## src/rtl/alu_md_ctrl.sv

```systemverilog
// EX-stage ALU control decoder plus sequential RV32M multiply/divide engine with pipeline stall.
// Define ALU_MD_FAST_MUL_EN for single-cycle multiplies; divides are always iterative.
module alu_md_ctrl #(
  parameter int XLEN = 32
) (
  input  logic            clk,
  input  logic            rst,
  input  logic [1:0]      ALUop,
  input  logic [31:0]     inst,
  input  logic            req_valid,
  input  logic            kill,
  input  logic [XLEN-1:0] op_a,
  input  logic [XLEN-1:0] op_b,
  output logic [3:0]      ALU_selection,
  output logic            is_md,
  output logic            stall,
  output logic            busy,
  output logic            md_done,
  output logic [XLEN-1:0] md_result,
  output logic [1:0]      dbg_state
);

  localparam int CW = $clog2(XLEN) + 1;
  localparam logic [1:0] S_IDLE = 2'b00;
  localparam logic [1:0] S_MUL  = 2'b01;
  localparam logic [1:0] S_DIV  = 2'b10;
  localparam logic [1:0] S_DONE = 2'b11;

  logic [1:0]      r_state;
  logic [CW-1:0]   r_cnt;
  logic [2:0]      r_f3;
  logic [XLEN-1:0] r_mcand;
  logic [XLEN-1:0] r_hi;
  logic [XLEN-1:0] r_lo;
  logic            r_neg;
  logic            r_done;
  logic [XLEN-1:0] r_result;

  logic [2:0]      w_f3;
  logic            w_a_signed, w_b_signed, w_sa, w_sb, w_neg;
  logic [XLEN-1:0] w_mag_a, w_mag_b;
  logic            w_div_zero, w_ovf;
  logic [XLEN-1:0] w_special;
  logic            w_unused_inst;

  assign w_f3          = inst[14:12];
  assign is_md         = (ALUop == 2'b10) && inst[25];
  assign w_unused_inst = ^{inst[31], inst[29:26], inst[24:15], inst[11:0]};

  // Handshake: the EX instruction is held (stall=1) from the first cycle it is
  // presented until the cycle md_done pulses; that cycle lets EX advance once.
  assign stall     = req_valid & is_md & ~md_done & ~kill;
  assign busy      = (r_state != S_IDLE);
  assign md_done   = r_done;
  assign md_result = r_result;
  assign dbg_state = r_state;

  always_comb begin
    ALU_selection = 4'b0000;
    case (ALUop)
      2'b00: ALU_selection = 4'b0000;
      2'b01: ALU_selection = 4'b0001;
      2'b10: begin
        if (!inst[25]) begin
          case (w_f3)
            3'b000:  ALU_selection = inst[30] ? 4'b0001 : 4'b0000;
            3'b001:  ALU_selection = 4'b1001;
            3'b010:  ALU_selection = 4'b1101;
            3'b011:  ALU_selection = 4'b1111;
            3'b100:  ALU_selection = 4'b0111;
            3'b101:  ALU_selection = inst[30] ? 4'b1010 : 4'b1000;
            3'b110:  ALU_selection = 4'b0100;
            default: ALU_selection = 4'b0101;
          endcase
        end
      end
      default: ALU_selection = 4'b0000;
    endcase
  end

  // Operand signedness per M-op; the engine only ever works on magnitudes.
  always_comb begin
    w_a_signed = 1'b0;
    w_b_signed = 1'b0;
    if (w_f3[2]) begin
      w_a_signed = ~w_f3[0];
      w_b_signed = ~w_f3[0];
    end else begin
      w_a_signed = (w_f3[1:0] == 2'b01) || (w_f3[1:0] == 2'b10);
      w_b_signed = (w_f3[1:0] == 2'b01);
    end
  end

  assign w_sa       = w_a_signed & op_a[XLEN-1];
  assign w_sb       = w_b_signed & op_b[XLEN-1];
  assign w_mag_a    = w_sa ? (~op_a + 1'b1) : op_a;
  assign w_mag_b    = w_sb ? (~op_b + 1'b1) : op_b;
  assign w_neg      = (w_f3[2] && w_f3[1]) ? w_sa : (w_sa ^ w_sb);
  assign w_div_zero = (op_b == '0);
  assign w_ovf      = ~w_f3[0] && (op_a == {1'b1, {(XLEN-1){1'b0}}}) && (op_b == '1);
  assign w_special  = w_div_zero ? (w_f3[1] ? op_a : '1) : (w_f3[1] ? '0 : op_a);

  // Shift-add multiply step: {r_hi, r_lo} shifts right as the multiplier bits are consumed.
  logic [XLEN:0]     w_msum;
  logic [XLEN-1:0]   w_mhi_nx, w_mlo_nx;
  logic [2*XLEN-1:0] w_prod, w_prod_s;
  logic [XLEN-1:0]   w_mul_res;

  assign w_msum    = {1'b0, r_hi} + (r_lo[0] ? {1'b0, r_mcand} : {(XLEN+1){1'b0}});
  assign w_mhi_nx  = w_msum[XLEN:1];
  assign w_mlo_nx  = {w_msum[0], r_lo[XLEN-1:1]};
  assign w_prod    = {w_mhi_nx, w_mlo_nx};
  assign w_prod_s  = r_neg ? (~w_prod + 1'b1) : w_prod;
  assign w_mul_res = (r_f3[1:0] == 2'b00) ? w_prod_s[XLEN-1:0] : w_prod_s[2*XLEN-1:XLEN];

  // Restoring divide step: r_hi is the partial remainder, r_lo shifts dividend out and quotient in.
  logic [XLEN:0]   w_rsh, w_diff;
  logic            w_ge;
  logic [XLEN-1:0] w_dhi_nx, w_dlo_nx, w_div_pick, w_div_res;

  assign w_rsh      = {r_hi, r_lo[XLEN-1]};
  assign w_diff     = w_rsh - {1'b0, r_mcand};
  assign w_ge       = ~w_diff[XLEN];
  assign w_dhi_nx   = w_ge ? w_diff[XLEN-1:0] : w_rsh[XLEN-1:0];
  assign w_dlo_nx   = {r_lo[XLEN-2:0], w_ge};
  assign w_div_pick = r_f3[1] ? w_dhi_nx : w_dlo_nx;
  assign w_div_res  = r_neg ? (~w_div_pick + 1'b1) : w_div_pick;

`ifdef ALU_MD_FAST_MUL_EN
  logic signed [XLEN:0]     w_fa, w_fb;
  logic signed [2*XLEN+1:0] w_fprod;
  logic [XLEN-1:0]          w_fast_res;

  assign w_fa       = {w_a_signed & op_a[XLEN-1], op_a};
  assign w_fb       = {w_b_signed & op_b[XLEN-1], op_b};
  assign w_fprod    = w_fa * w_fb;
  assign w_fast_res = (w_f3[1:0] == 2'b00) ? w_fprod[XLEN-1:0] : w_fprod[2*XLEN-1:XLEN];
`endif

  always_ff @(posedge clk or negedge rst) begin
    if (!rst) begin
      r_state  <= S_IDLE;
      r_cnt    <= '0;
      r_f3     <= '0;
      r_mcand  <= '0;
      r_hi     <= '0;
      r_lo     <= '0;
      r_neg    <= 1'b0;
      r_done   <= 1'b0;
      r_result <= '0;
    end else begin
      r_done <= 1'b0;
      if (kill) begin
        r_state <= S_IDLE;
      end else begin
        case (r_state)
          S_IDLE: begin
            if (req_valid && is_md) begin
              r_f3  <= w_f3;
              r_cnt <= CW'(XLEN);
              r_hi  <= '0;
              r_neg <= w_neg;
              if (!w_f3[2]) begin
`ifdef ALU_MD_FAST_MUL_EN
                r_result <= w_fast_res;
                r_done   <= 1'b1;
                r_state  <= S_DONE;
`else
                r_mcand <= w_mag_a;
                r_lo    <= w_mag_b;
                r_state <= S_MUL;
`endif
              end else if (w_div_zero || (w_ovf && w_f3[2])) begin
                r_result <= w_special;
                r_done   <= 1'b1;
                r_state  <= S_DONE;
              end else begin
                r_mcand <= w_mag_b;
                r_lo    <= w_mag_a;
                r_state <= S_DIV;
              end
            end
          end
          S_MUL: begin
            r_hi  <= w_mhi_nx;
            r_lo  <= w_mlo_nx;
            r_cnt <= r_cnt - CW'(1);
            if (r_cnt == CW'(1)) begin
              r_result <= w_mul_res;
              r_done   <= 1'b1;
              r_state  <= S_DONE;
            end
          end
          S_DIV: begin
            r_hi  <= w_dhi_nx;
            r_lo  <= w_dlo_nx;
            r_cnt <= r_cnt - CW'(1);
            if (r_cnt == CW'(1)) begin
              r_result <= w_div_res;
              r_done   <= 1'b1;
              r_state  <= S_DONE;
            end
          end
          default: r_state <= S_IDLE;
        endcase
      end
    end
  end

endmodule
```

## config.mk

```make
export PLATFORM = sky130hd
export DESIGN_NAME = alu_md_ctrl
export DESIGN_NICKNAME = d
export VERILOG_FILES = /design/src/rtl/alu_md_ctrl.sv
export SDC_FILE = /design/constraint.sdc
export NUM_CORES = 1
export LEC_CHECK = 0
export ABC_CLOCK_PERIOD_IN_PS = 8800
export BUFFER_PORTS_ARGS = -buffer_cell sky130_fd_sc_hd__buf_2
export CAP_MARGIN = 20
export CORE_ASPECT_RATIO = 1.75
export CORE_UTILIZATION = 47
export CTS_BUF_LIST = sky130_fd_sc_hd__clkbuf_4
export CTS_CLUSTER_DIAMETER = 60
export DETAILED_ROUTE_END_ITERATION = 7
export PLACE_DENSITY = 0.71
export SYNTH_ARGS = -nofsm -noshare
export SYNTH_HDL_FRONTEND = slang
export SYNTH_SLANG_ARGS = --single-unit
```

## constraint.sdc

```tcl
create_clock -name clk -period 8.8 [get_ports clk]
set_input_delay 0.44 -clock clk [delete_from_list [all_inputs] [get_ports clk]]
set_output_delay 0.44 -clock clk [all_outputs]
set_load 0.05 [all_outputs]
```

==> impl_metrics.py <==
metrics = {
    "status": {
        "status": "complete, no violations",
    },
    "global_routing": {
        "groute.usage.overall_pct": 36.13,
        "grt_pass1_wl_mm": 105.1,
        "antenna_found_initial": 1,
        "grt_max_degree": 89,
        "grt_pass1_vias": 18110,
        "grt_overflow": 0,
    },
    "floorplanning": {
        "dieArea_mm2": 0.03802,
        "core_mm2": 0.03677,
        "placementRows": 93,
        "start_util_pct": 47.57,
        "die_w_um": 147.8,
        "num_io_pins": 144,
        "dieHeight_um": 257.2,
    },
    "timing": {
        "fin_ws_ns": 2.278,
        "final.min_clock_period_ns": 6.522,
        "slew_violations": 0,
        "post-route-period-util_pct": 74.11,
        "setup_violations": 0,
        "tightest_slew_ns": 1.244,
        "setup-tns-final_ns": 0,
        "fin_skew_ns": 0.02691,
        "max_slew_margin_pct": 16.29,
        "hold_viol_final": 0,
        "hold_slack_ns": 0.1043,
        "fmax_ghz": 0.1533,
        "rsz0062_at_grt": "no",
    },
    "critical_path": {
        "reg2regPathDepth": 23,
        "cp-end-kind": "flip-flop",
        "r2r_slack_ns": 2.28,
        "cp_data_arrival_time_ns": 7.10,
        "cp_max_fo": 14,
        "r2r_start": "r_lo[31]",
        "path_class": "reg2reg",
        "start_kind": "flip-flop",
        "worstPathRequired_ns": 9.38,
        "r2r-end": "md_result[26]",
    },
    "logic_synthesis": {
        "syn_inst": 2418,
        "synth_top_cell_area_share_pct": 20.03,
        "synth_fp_nets": 2603,
        "seq_area_frac_synth_pct": 20.03,
        "synth_edf_count": 0,
        "synthesis.area_mm2": 0.01749,
        "ys.flop_type": "dfrtp_1",
        "synth_most_common_cell": "nand2_1",
        "synth_area_leader_cell": "dfrtp_1",
        "synth_warnings": 0,
        "async_flop_share_pct": 100.0,
        "synth_commonest_cells": "nand2_1 (248), o21ai_0 (233), nor2_1 (229)",
        "ys_types": 101,
        "ys_ff_latch": 140,
        "synthTopCellsByArea": "dfrtp_1 (20%), o21ai_0 (6.7%), a21oi_1 (6.3%), ha_1 (5.8%), nand2_1 (5.3%)",
        "avgSynthCellArea_um2": 7.235,
    },
    "drt": {
        "wl_per_cell_um": 23.65,
        "drtPass1Iterations": 6,
        "vias": 19080,
        "final_antenna_net_count": 0,
        "wl_mm": 68.68,
        "drcViolationCount": 0,
        "drt_iter0_drc": 1807,
        "routed_via_density": 6.570,
    },
    "job": {
        "maxCapViolCount": 0,
    },
    "place": {
        "dpl_worst_slack_ns": 2.488,
        "gp_congestion": 1.033,
        "io_buffer_count": 116,
        "place_hpwl_mm": 53.03,
    },
    "clock_tree": {
        "post_cts_buffers": 0,
        "cts_tree": "done",
        "clock-sinks": 140,
        "numCtsBuffers": 17,
        "cts_root_buffer": "clkbuf_4",
        "clkTransAtPathRegs_ns": 0.14,
        "clock_path_buffers": 2,
        "clkLatencyLatePin_ns": 0.66,
        "htreeDepth": 4,
    },
    "layout": {
        "fin_util_pct": 50.65,
        "drive_above_1_share_pct": 10.96,
        "final_nets": 2599,
        "syn_to_final_growth_pct": 6.466,
    },
    "pwr": {
        "ir_drop_mv": 0.2091,
        "p_total_mw": 8.243,
        "power_density_mw_per_mm2": 442.6,
        "p_leak_nw": 7.622,
    },
    "min_path": {
        "min_to": "dbg_state[1]",
        "hold_depth": 2,
        "hold_path.class": "in2reg",
        "hold_start": "kill",
    },
}
[registers in the layout, indices dropped and copies added (netlist names)]
register   count
md_result     32
r_hi          32
r_lo          32
r_mcand       32
r_cnt          6
dbg_state      2
r_f3           2
md_done        1
r_neg          1
[per-stage QoR]
stage	area, µm²	std cells
3_3_place_gp	18280	2866
3_5_place_dp	18280	2866
4_1_cts	18560	2899
5_1_grt	18620	2903
2_1_floorplan	17490	2418
6_report	18620	2904
[worst max-delay path, stage by stage (launching register included)]
cell,delay [ns]
dfrtp_1,0.57
inv_1,0.38
ha_1,0.32
inv_1,0.08
fa_1,0.43
a21o_1,0.26
a221oi_2,0.34
o21ai_2,0.17
a21o_2,0.31
a2111o_1,0.39
buf_4,0.20
nand2_1,0.12
mux2i_1,0.25
a21o_1,0.17
ha_1,0.22
inv_1,0.07
or4_1,0.53
o21ai_0,0.11
mux2_2,0.26
o2111ai_2,0.27
nor2_1,0.47
a21oi_1,0.15
xor2_1,0.19
o211ai_1,0.19
[layout make-up]
cell class | count | area (µm²)
flip-flops and latches | 140 | 3506
diodes | 2 | 5.005
multi-input cells | 2013 | 13000
fillers | 3757 | 18150
clock inverters | 14 | 133.9
clock buffers | 18 | 135.1
well taps | 475 | 594.3
inverters | 87 | 326.6
repair buffers | 155 | 924.6
[worst max path at each step]
stage	start	depth (start not counted)	to
final	r_lo[31]	23	md_result[26]
after global placement	r_lo[31]	23	md_result[26]
after detailed placement	r_lo[31]	23	md_result[20]
after CTS	r_lo[31]	23	md_result[26]
after floorplan	r_lo[31]	23	md_result[24]
after global routing	r_lo[31]	23	md_result[26]
[logic make-up after synthesis]
family	share of synthesized area (%)
AOI/OAI and AO/OA	30.56
and+or+nand+nor	22.85
buffers and inverters	5.915
xor gates and xnor gates	9.005
DFF	20.03
adders and majority gates	7.510
muxes	4.141
[timing repair]
item                      CTS  global route
hold buffers                1             0
gates resized for setup     0             0
hold endpoints to repair   83             0
[power by group]
| group | internal, mW | leakage (nW) | switching [mW] |
|---|---|---|---|
| registers | 0.916 | 1.77 | 0.511 |
| clock network | 0.149 | 0.140 | 0.294 |
| logic | 2.20 | 5.71 | 4.17 |
| total | 3.27 | 7.62 | 4.98 |
[per-layer routing]
metal  routed length [µm]  vias up  track usage, %
li1                     -     8889               -
met1                26730     9160           42.57
met2                32920      818           60.64
met3                 3902      211           3.865
met4                 5130        0           25.89
met5                    0        -               0
[cell usage in the layout (no fill, tap or decap), drive strengths merged, types with 25 or more instances in the layout]
master,n
or3,32
maj3,26
mux2i,42
nor3,68
xor2,80
nand3,44
and2,44
nor2,230
nand4,30
nand2,249
o211ai,27
mux2,27
a22oi,34
o21ai,253
buf,153
xnor2,99
a21o,29
ha,81
nor4,25
a221o,28
a21oi,219
a31oi,28
a211oi,26
o31ai,49
dfrtp,140
inv,92
Note: power is estimated with default switching activity, not from simulation.
